## src/rtl/sprite_renderer_if.sv

```systemverilog
// Pixel-stream bundle between the VGA scan source and the sprite renderer:
// scan position/blank in one direction, hit result out the other.
interface sprite_renderer_if #(
    parameter int SPRITES = 9
);
    localparam int IDX_W = (SPRITES > 1) ? $clog2(SPRITES) : 1;

    logic [10:0]      vga_row;
    logic [11:0]      vga_col;
    logic             blank;
    logic             hit;
    logic [IDX_W-1:0] sprite_idx;
    logic             pix_valid;

    modport master (
        output vga_row, vga_col, blank,
        input  hit, sprite_idx, pix_valid
    );

    modport slave (
        input  vga_row, vga_col, blank,
        output hit, sprite_idx, pix_valid
    );
endinterface

```

## src/rtl/sprite_renderer.sv

```systemverilog
// Per-pixel circular sprite compositor: 3-stage hit pipeline against
// frame-latched sprite centers, plus frame counter and per-frame overlap flag.
module sprite_renderer #(
    parameter int SPRITES  = 9,
    parameter int RADIUS   = 16,
    parameter int H_ACTIVE = 1600,
    parameter int V_ACTIVE = 1200
) (
    input  logic                     clock,
    input  logic                     reset,
    input  logic [SPRITES-1:0][10:0] rows,
    input  logic [SPRITES-1:0][11:0] cols,
    input  logic                     frame_start,
    sprite_renderer_if.slave         px,
    output logic [15:0]              frame_count,
    output logic                     overlap
);
    localparam int IDX_W = (SPRITES > 1) ? $clog2(SPRITES) : 1;
    localparam int SQ_W  = $clog2(RADIUS + 1);
    localparam int D2_W  = 2 * SQ_W + 1;

    localparam logic [10:0]     ROW_OFF = 11'd1300;
    localparam logic [11:0]     COL_OFF = 12'd1700;
    localparam logic [11:0]     RAD12   = 12'(RADIUS);
    localparam logic [D2_W-1:0] RAD_SQ  = D2_W'(RADIUS * RADIUS);
    localparam logic [11:0]     H_LIM   = 12'(H_ACTIVE);
    localparam logic [10:0]     V_LIM   = 11'(V_ACTIVE);

    function automatic logic [11:0] abs13(input logic [12:0] v);
        logic [12:0] n;
        n = 13'd0 - v;
        abs13 = v[12] ? n[11:0] : v[11:0];
    endfunction

    function automatic logic [IDX_W-1:0] lowest_idx(input logic [SPRITES-1:0] v);
        lowest_idx = '0;
        for (int i = SPRITES - 1; i >= 0; i--) begin
            if (v[i]) begin
                lowest_idx = IDX_W'(i);
            end
        end
    endfunction

    function automatic logic at_least_two(input logic [SPRITES-1:0] v);
        logic seen;
        seen = 1'b0;
        at_least_two = 1'b0;
        for (int i = 0; i < SPRITES; i++) begin
            if (v[i]) begin
                at_least_two = at_least_two | seen;
                seen = 1'b1;
            end
        end
    endfunction

    logic [SPRITES-1:0][10:0] row_sh_q, row_sh_d;
    logic [SPRITES-1:0][11:0] col_sh_q, col_sh_d;
    logic [SPRITES-1:0][11:0] adx_q, adx_d, ady_q, ady_d;
    logic [SPRITES-1:0]       en_q, en_d;
    logic                     blank1_q, blank1_d;
    logic [SPRITES-1:0]       hitvec_q, hitvec_d;
    logic                     blank2_q, blank2_d;
    logic                     hit_q, hit_d;
    logic [IDX_W-1:0]         idx_q, idx_d;
    logic                     pix_valid_q, pix_valid_d;
    logic                     multi_q, multi_d;
    logic                     acc_q, acc_d;
    logic                     overlap_q, overlap_d;
    logic [15:0]              frame_cnt_q, frame_cnt_d;

    // Center latch, frame counter and overlap accumulator next-state
    always_comb begin
        row_sh_d    = row_sh_q;
        col_sh_d    = col_sh_q;
        frame_cnt_d = frame_cnt_q;
        overlap_d   = overlap_q;
        acc_d       = acc_q | multi_q;
        if (frame_start) begin
            row_sh_d    = rows;
            col_sh_d    = cols;
            frame_cnt_d = frame_cnt_q + 16'd1;
            overlap_d   = acc_q | multi_q;
            acc_d       = 1'b0;
        end else begin
            row_sh_d    = row_sh_q;
            col_sh_d    = col_sh_q;
        end
    end

    // Stage 1: signed offsets from each latched center, folded to magnitudes
    always_comb begin
        logic [12:0] dx_v;
        logic [12:0] dy_v;
        dx_v  = 13'd0;
        dy_v  = 13'd0;
        adx_d = '0;
        ady_d = '0;
        en_d  = '0;
        for (int i = 0; i < SPRITES; i++) begin
            dx_v     = {1'b0, px.vga_col} - {1'b0, col_sh_q[i]};
            dy_v     = {2'b00, px.vga_row} - {2'b00, row_sh_q[i]};
            adx_d[i] = abs13(dx_v);
            ady_d[i] = abs13(dy_v);
            en_d[i]  = (col_sh_q[i] < H_LIM) && (row_sh_q[i] < V_LIM);
        end
        blank1_d = px.blank;
    end

    // Stage 2: box pre-filter keeps the squares on a few low bits only
    always_comb begin
        logic [D2_W-1:0] lx_v;
        logic [D2_W-1:0] ly_v;
        logic [D2_W-1:0] d2_v;
        lx_v     = '0;
        ly_v     = '0;
        d2_v     = '0;
        hitvec_d = '0;
        for (int i = 0; i < SPRITES; i++) begin
            lx_v        = D2_W'(adx_q[i][SQ_W-1:0]);
            ly_v        = D2_W'(ady_q[i][SQ_W-1:0]);
            d2_v        = lx_v * lx_v + ly_v * ly_v;
            hitvec_d[i] = en_q[i] && (adx_q[i] <= RAD12) && (ady_q[i] <= RAD12)
                          && (d2_v <= RAD_SQ);
        end
        blank2_d = blank1_q;
    end

    // Stage 3: priority select and overlap detect
    always_comb begin
        hit_d       = (|hitvec_q) && !blank2_q;
        idx_d       = hit_d ? lowest_idx(hitvec_q) : '0;
        pix_valid_d = !blank2_q;
        multi_d     = at_least_two(hitvec_q) && !blank2_q;
    end

    // State registers; blank stages reset high so nothing leaves as valid
    always_ff @(posedge clock) begin
        if (reset) begin
            for (int i = 0; i < SPRITES; i++) begin
                row_sh_q[i] <= ROW_OFF;
                col_sh_q[i] <= COL_OFF;
            end
            adx_q       <= '0;
            ady_q       <= '0;
            en_q        <= '0;
            blank1_q    <= 1'b1;
            hitvec_q    <= '0;
            blank2_q    <= 1'b1;
            hit_q       <= 1'b0;
            idx_q       <= '0;
            pix_valid_q <= 1'b0;
            multi_q     <= 1'b0;
            acc_q       <= 1'b0;
            overlap_q   <= 1'b0;
            frame_cnt_q <= 16'd0;
        end else begin
            row_sh_q    <= row_sh_d;
            col_sh_q    <= col_sh_d;
            adx_q       <= adx_d;
            ady_q       <= ady_d;
            en_q        <= en_d;
            blank1_q    <= blank1_d;
            hitvec_q    <= hitvec_d;
            blank2_q    <= blank2_d;
            hit_q       <= hit_d;
            idx_q       <= idx_d;
            pix_valid_q <= pix_valid_d;
            multi_q     <= multi_d;
            acc_q       <= acc_d;
            overlap_q   <= overlap_d;
            frame_cnt_q <= frame_cnt_d;
        end
    end

    assign px.hit        = hit_q;
    assign px.sprite_idx = idx_q;
    assign px.pix_valid  = pix_valid_q;
    assign frame_count   = frame_cnt_q;
    assign overlap       = overlap_q;
endmodule
```

## src/flat_wrapper.sv

```systemverilog
// flat-port wrapper written by rule: the top's interface ports become plain ports
module sprite_renderer_flat 
#(
    parameter int SPRITES  = 9,
    parameter int RADIUS   = 16,
    parameter int H_ACTIVE = 1600,
    parameter int V_ACTIVE = 1200
)
  (clock, reset, rows, cols, frame_start, frame_count, overlap, px_vga_row, px_vga_col, px_blank, px_hit, px_sprite_idx, px_pix_valid);
  sprite_renderer_if #(.SPRITES(SPRITES)) px_i ();
  input  logic clock;
  input  logic reset;
  input  logic [SPRITES-1:0][10:0] rows;
  input  logic [SPRITES-1:0][11:0] cols;
  input  logic frame_start;
  output logic [15:0] frame_count;
  output logic overlap;
  input wire logic [$bits(px_i.vga_row)-1:0] px_vga_row;
  input wire logic [$bits(px_i.vga_col)-1:0] px_vga_col;
  input wire logic [$bits(px_i.blank)-1:0] px_blank;
  output wire logic [$bits(px_i.hit)-1:0] px_hit;
  output wire logic [$bits(px_i.sprite_idx)-1:0] px_sprite_idx;
  output wire logic [$bits(px_i.pix_valid)-1:0] px_pix_valid;
  assign px_i.vga_row = px_vga_row;
  assign px_i.vga_col = px_vga_col;
  assign px_i.blank = px_blank;
  assign px_hit = px_i.hit;
  assign px_sprite_idx = px_i.sprite_idx;
  assign px_pix_valid = px_i.pix_valid;
  sprite_renderer #(.SPRITES(SPRITES), .RADIUS(RADIUS), .H_ACTIVE(H_ACTIVE), .V_ACTIVE(V_ACTIVE)) u_core (.clock(clock), .reset(reset), .rows(rows), .cols(cols), .frame_start(frame_start), .px(px_i), .frame_count(frame_count), .overlap(overlap));
endmodule
```

## config.mk

```make
export PLATFORM = sky130hd
export DESIGN_NAME = sprite_renderer_flat
export DESIGN_NICKNAME = d
export VERILOG_FILES = /design/src/rtl/sprite_renderer_if.sv /design/src/rtl/sprite_renderer.sv /design/src/flat_wrapper.sv
export SDC_FILE = /design/constraint.sdc
export NUM_CORES = 2
export LEC_CHECK = 0
export CAP_MARGIN = 20
export CORE_AREA = 8 8 270 272
export DETAILED_ROUTE_END_ITERATION = 6
export DIE_AREA = 0 0 278 280
export GPL_TIMING_DRIVEN = 0
export PLACE_DENSITY_LB_ADDON = 0.05
export REMOVE_ABC_BUFFERS = 1
export SLEW_MARGIN = 0
export SYNTH_ARGS = -nofsm -noshare
export SYNTH_HDL_FRONTEND = slang
export SYNTH_SLANG_ARGS = --single-unit
```

## constraint.sdc

```tcl
create_clock -name clock -period 6.1 [get_ports clock]
set_clock_uncertainty 0.05 [all_clocks]
set_input_delay 0.61 -clock clock [delete_from_list [all_inputs] [get_ports clock]]
set_output_delay 0.61 -clock clock [all_outputs]
set_load 0.02 [all_outputs]
```

-- Word-level counts from Yosys, hierarchy flattened
Index checks and enable logic that the tools add are counted.
- add/subtract/negate cells: 46
- multipliers: 18
- order comparisons: 45
- mux-type cells: 42
- bitwise gates (word level): 9
- reductions and logical operators: 45
- operators with widths (cell ; number):
    less-or-equal comparator 12 x 5 -> 1 bit, second input constant ; 18
    2-to-1 mux 12 bit ; 18
    subtractor 1 x 12 -> 12 bit, first input constant ; 18
    multiplier 5 x 5 -> 10 bit ; 18
    subtractor 12 x 12 -> 13 bit ; 9
    < comparator 12 x 11 -> 1 bit, second input constant ; 9
    subtractor 11 x 11 -> 12 bit ; 9
    adder 10 x 10 -> 11 bit ; 9
    less-or-equal comparator 11 x 9 -> 1 bit, second input constant ; 9
    < comparator 11 bit, second input constant ; 9
    logical AND 1 bit ; 38
    2-to-1 mux 1 bit ; 17
    adder 16 x 1 -> 16 bit, second input constant ; 1
    2-to-1 mux 3 bit ; 4
    OR reduction 10 bit ; 1
    OR reduction 9 bit ; 1
    bitwise OR 1 bit ; 8
    OR reduction 6 bit ; 1
    2-to-1 mux 2 bit ; 2
    2-to-1 mux 4 bit ; 1
    OR reduction 4 bit ; 1
    OR reduction 3 bit ; 1
    OR reduction 2 bit ; 1
    zero test 1 bit ; 1
    NOT 1 bit ; 1
- bits in registers: 468
- input bits: 234
- output and inout bits: 23
- word-level logic and storage cells: 255

-- Depth between registers and ports, before layout
- depth after elaboration: 17
- depth in mapped cells: 18
- gate-level depth less buffers: 18

-- Least setup slack after synthesis
Ideal clock, no wire load.
- kind: register to register
- start: register u_core.ady_q[75] (netlist name)
- end: register u_core.hitvec_q[6]
- library setup time: 115 ps
- arrival time: 4808 ps
- data required time: 5935 ps
- path slack: 1128 ps
- stages on the path, launching flop included: 16
- path buffers: 0
- period minus slack after synthesis: 4972 ps
- cells stage by stage: dfxtp_1 > and2_1 > fa_1 > inv_1 > fa_1 > fa_1 > inv_1 > fa_1 > fa_1 > ha_1 > a21oi_1 > o21ai_0 > a2111oi_0 > nor3_1 > o31a_1 > a2111oi_0
- cells in the longest elaborated chain, start to end: 4
- elaborated cells between the ends (all ways): 6
- classes of those cells: add/sub: 1; mul: 1; order compare: 2; reduce/logical: 2
- RTL lines (element ; line ; RTL):
    start, declared ; sprite_renderer.sv:58 ; logic [SPRITES-1:0][11:0] adx_q, adx_d, ady_q, ady_d;
    start signal, assigned ; sprite_renderer.sv:160 ; ady_q <= ady_d;
    multiplier 5 x 5 -> 10 bit ; sprite_renderer.sv:121 ; d2_v = lx_v * lx_v + ly_v * ly_v;
    adder 10 x 10 -> 11 bit ; sprite_renderer.sv:121 ;
    less-or-equal comparator 11 x 9 -> 1 bit ; sprite_renderer.sv:123 ; && (d2_v <= RAD_SQ);
    logical AND 1 bit (*) ; sprite_renderer.sv:123 ;
    end signal, assigned ; sprite_renderer.sv:163 ; hitvec_q <= hitvec_d;
    end, declared ; sprite_renderer.sv:61 ; logic [SPRITES-1:0] hitvec_q, hitvec_d;
Every way passes the cells marked *; elsewhere a longest branch is shown, timed or not.
A chain may end at the register's enable or synchronous reset.

-- Final worst setup path
- start: register u_core.adx_q[40] (netlist name)
- end: register u_core.hitvec_q[3]
- cells in the longest elaborated chain, start to end: 4
- elaborated cells between the ends (all ways): 7
- classes of those cells: add/sub: 1; mul: 1; order compare: 2; reduce/logical: 3
- RTL lines (element ; line ; RTL):
    start, declared ; sprite_renderer.sv:58 ;
    start signal, assigned ; sprite_renderer.sv:143 ; adx_q <= '0;
    start signal, assigned ; sprite_renderer.sv:159 ; adx_q <= adx_d;
    multiplier 5 x 5 -> 10 bit / less-or-equal comparator 12 x 5 -> 1 bit (equally long branches) ; sprite_renderer.sv:121, sprite_renderer.sv:122 ;
    adder 10 x 10 -> 11 bit / logical AND 1 bit (equally long branches) ; sprite_renderer.sv:121, sprite_renderer.sv:122 ;
    less-or-equal comparator 11 x 9 -> 1 bit / logical AND 1 bit (equally long branches) ; sprite_renderer.sv:123, sprite_renderer.sv:122 ;
    logical AND 1 bit (*) ; sprite_renderer.sv:123 ;
Marks and branches as above.

==> reports/qor.yml <==
status: "complete, but fails checks"
violations: "DRC"
p_sw_mw: 4.517
drc: 1
fp.coreArea_sq_mm: 0.06894
path_cells: "and2_1 > fa_1 > inv_1 > fa_1 > fa_1 > inv_1 > fa_1 > fa_1 > ha_1 > nor2b_1 > o21ai_0 > a21boi_0 > o21ai_0 > nand2b_1 > xnor2_1 > a41oi_1 > nor4_1"
first_iter_violations: 1710
min_period_over_period_pct: 91.85
critPathKind: "reg -> reg"
p_sw_share_pct: 36.26
endpoint_kind: "register"
slew_headroom_pct: 26.55
synth_seq_cells: 468
cts-buffers-inserted: 55
fmax_ghz: 0.1785
synth_edf_count: 0
final-max-slew-violation-count: 0
grt-ovfl-total: 0
fin_total_pwr_mw: 12.46
ys_types: 77
layout-drive-gt1-share_pct: 3.696
rows: 97
chipHeight_microns: 280
initial_utilization_pct: 57.00
syn_area_sq_mm: 0.03930
ant_nets: 0
finalWorstSetupSlack_ps: 496.9
post-route-cell-area_sq_mm: 0.04518
cts_tree: "yes"
post_cts_buffers: 0
cpPeakStageDelay_ps: 760
antenna_found_initial: 7
preCtsSetupSlack_ps: 492.2
syn2layout_area_growth_pct: 14.99
cts-resized-gates: 0
root_buffer: "clkbuf_16"
power_density_mw_per_mm2: 275.7
first_pass_iters: 7
rsz0062_at_grt: "false"
fin_crit_ps: 5603
crit_path_start_kind: "register"
vias: 32330
setup_viol: 0
path_common_cell: "fa_1"
hold_class: "in -> reg"
gp_congestion: 0.8482
crit_required_ps: 6470
synth-main-ff-cell: "dfxtp_1"
p_leak_nw: 20.68
syn-instance-count: 4602
irDropWorstVdd_v: 0.0002506
die-area_sq_mm: 0.07784
path_clk_slew_ps: 60
io_pins: 257
slowest_stage: "nor4_1"
die_w_microns: 278
yosysSeqAreaShare_pct: 23.84
place_area_sq_mm: 0.04321
layout_commonest_cell: "inv_1"
holdBufCountCts: 0
nets: 5743
clk_path_buf_depth: 3
grt_pass1_vias: 31490
grt_pass1_wl_microns: 161000
maxCapViolCount: 0
via_per_inst: 5.610
path_max_fanout: 6
clock_sinks: 468
yosys_warnings: 0
detail_route.wl_per_cell_microns: 17.37
syn_area_per_cell_sq_um: 8.539
combPwrFrac_pct: 41.9
io_buffer_count: 256
clk-insertion-delay-late_ps: 620
dp_hpwl_microns: 78210
routed_wl_microns: 100100
grtUsageTotal_pct: 25.18
cts_max_level: 2
layout_common_cells: "inv_1, nor2_1, ha_1"
utilization_pct: 65.55
worstMarginPinSlew_ps: 1101
final-hold-violation-count: 0
grt_max_degree: 111
fin_tns_setup_ps: 0
async_flop_share_pct: 0
seqPwrFrac_pct: 30.0
power.clock.fraction_pct: 28.1
p_int_mw: 7.941
crit_arrival_ps: 5970
synthesized netlist by cell type, drive strengths merged (25+ instances only):
library cell | instances | share of area [%]
mux2i | 148 | 3.8
xor2 | 130 | 2.9
inv | 568 | 5.4
or2 | 29 | 0.46
a21oi | 238 | 3.0
fa | 207 | 11
a31oi | 30 | 0.48
and3 | 25 | 0.40
o41ai | 26 | 0.60
nor4 | 75 | 1.2
o21ai | 158 | 2.0
nand2b | 46 | 0.73
or3 | 60 | 0.97
xnor2 | 197 | 4.4
nor3 | 112 | 1.4
clkbuf | 97 | 0.93
nand2 | 206 | 2.0
o211ai | 118 | 2.3
and2 | 169 | 2.7
dfxtp | 468 | 24
o21a | 55 | 1.1
nand3 | 63 | 0.80
ha | 478 | 15
a21o | 55 | 1.1
nor2 | 483 | 4.6
nor2b | 63 | 1.0
sequential cells by signal, summed over array words and instances, names as in the netlist, 4 cells and up:
signal,flops
u_core.adx_q,108
u_core.ady_q,108
u_core.col_sh_q,108
u_core.row_sh_q,99
u_core.frame_count,16
u_core.en_q,9
u_core.hitvec_q,9
u_core.px.sprite_idx,4
power groups by stage:
stage	clock network [mW]	registers (mW)	logic, mW
5_1_grt	3.71	3.78	5.99
4_1_cts	3.59	3.74	5.25
3_3_place_gp	0	3.81	5.16
2_1_floorplan	0	3.68	4.00
6_report	3.51	3.74	5.21
3_5_place_dp	0	3.80	5.19
layer usage:
metal | global-route usage (%) | share of wire (%) | vias to the layer above
met5 | 0 | 0 | -
met4 | 6.471 | 2.4 | 0
met3 | 3.459 | 4.8 | 141
met2 | 41.50 | 45 | 653
met1 | 34.70 | 48 | 15260
li1 | - | - | 16280
cells by family after synthesis:
family / Yosys count / synth area share [%]
and+or+nand+nor: 1399 / 17.67
buffers and inverters: 687 / 6.562
xor gates and xnor gates: 327 / 7.288
AOI/OAI and AO/OA: 881 / 14.90
muxes: 153 / 3.913
DFF: 468 / 23.84
adders and majority gates: 687 / 25.82
worst paths after layout:
path	slack, ps	depth (start not counted)	to	startpoint
max	500	17	u_core.hitvec_q[3]$_SDFF_PP0_	u_core.adx_q[40]$_SDFF_PP0_
min reg2reg	370	1	u_core.blank2_q$_SDFF_PP1_	u_core.blank1_q$_SDFF_PP1_
max reg2reg	500	17	u_core.hitvec_q[3]$_SDFF_PP0_	u_core.adx_q[40]$_SDFF_PP0_
min	330	2	u_core.row_sh_q[89]$_SDFFE_PP0P_	reset
critical path, delay by kind of cell, from the launching register on:
family / cells / cell delay (ps)
DFF: 1 / 370
xor gates and xnor gates: 1 / 150
and+or+nand+nor: 4 / 1250
buffers and inverters: 2 / 110
AOI/OAI and AO/OA: 4 / 640
adders and majority gates: 6 / 2840
stage by stage:
step | cells | hold slack, ps
final | 5763 | 329.7
after global placement | 5630 | 354.3
after global routing | 5761 | 344.3
after floorplan | 4483 | 339.5
after detailed placement | 5658 | 357.0
after CTS | 5761 | 324.5
cell type report:
| cell class | instances | area [sq um] |
|---|---|---|
| sequential | 468 | 9369 |
| fill | 5895 | 23750 |
| tap | 891 | 1115 |
| inverter | 568 | 2137 |
| clock inverter | 19 | 250.2 |
| clock buffer | 84 | 1718 |
| multi-input combinational | 3447 | 27350 |
| timing repair buffer | 284 | 3243 |
| antenna | 2 | 5.005 |
Power figures use the tool's default switching activity.
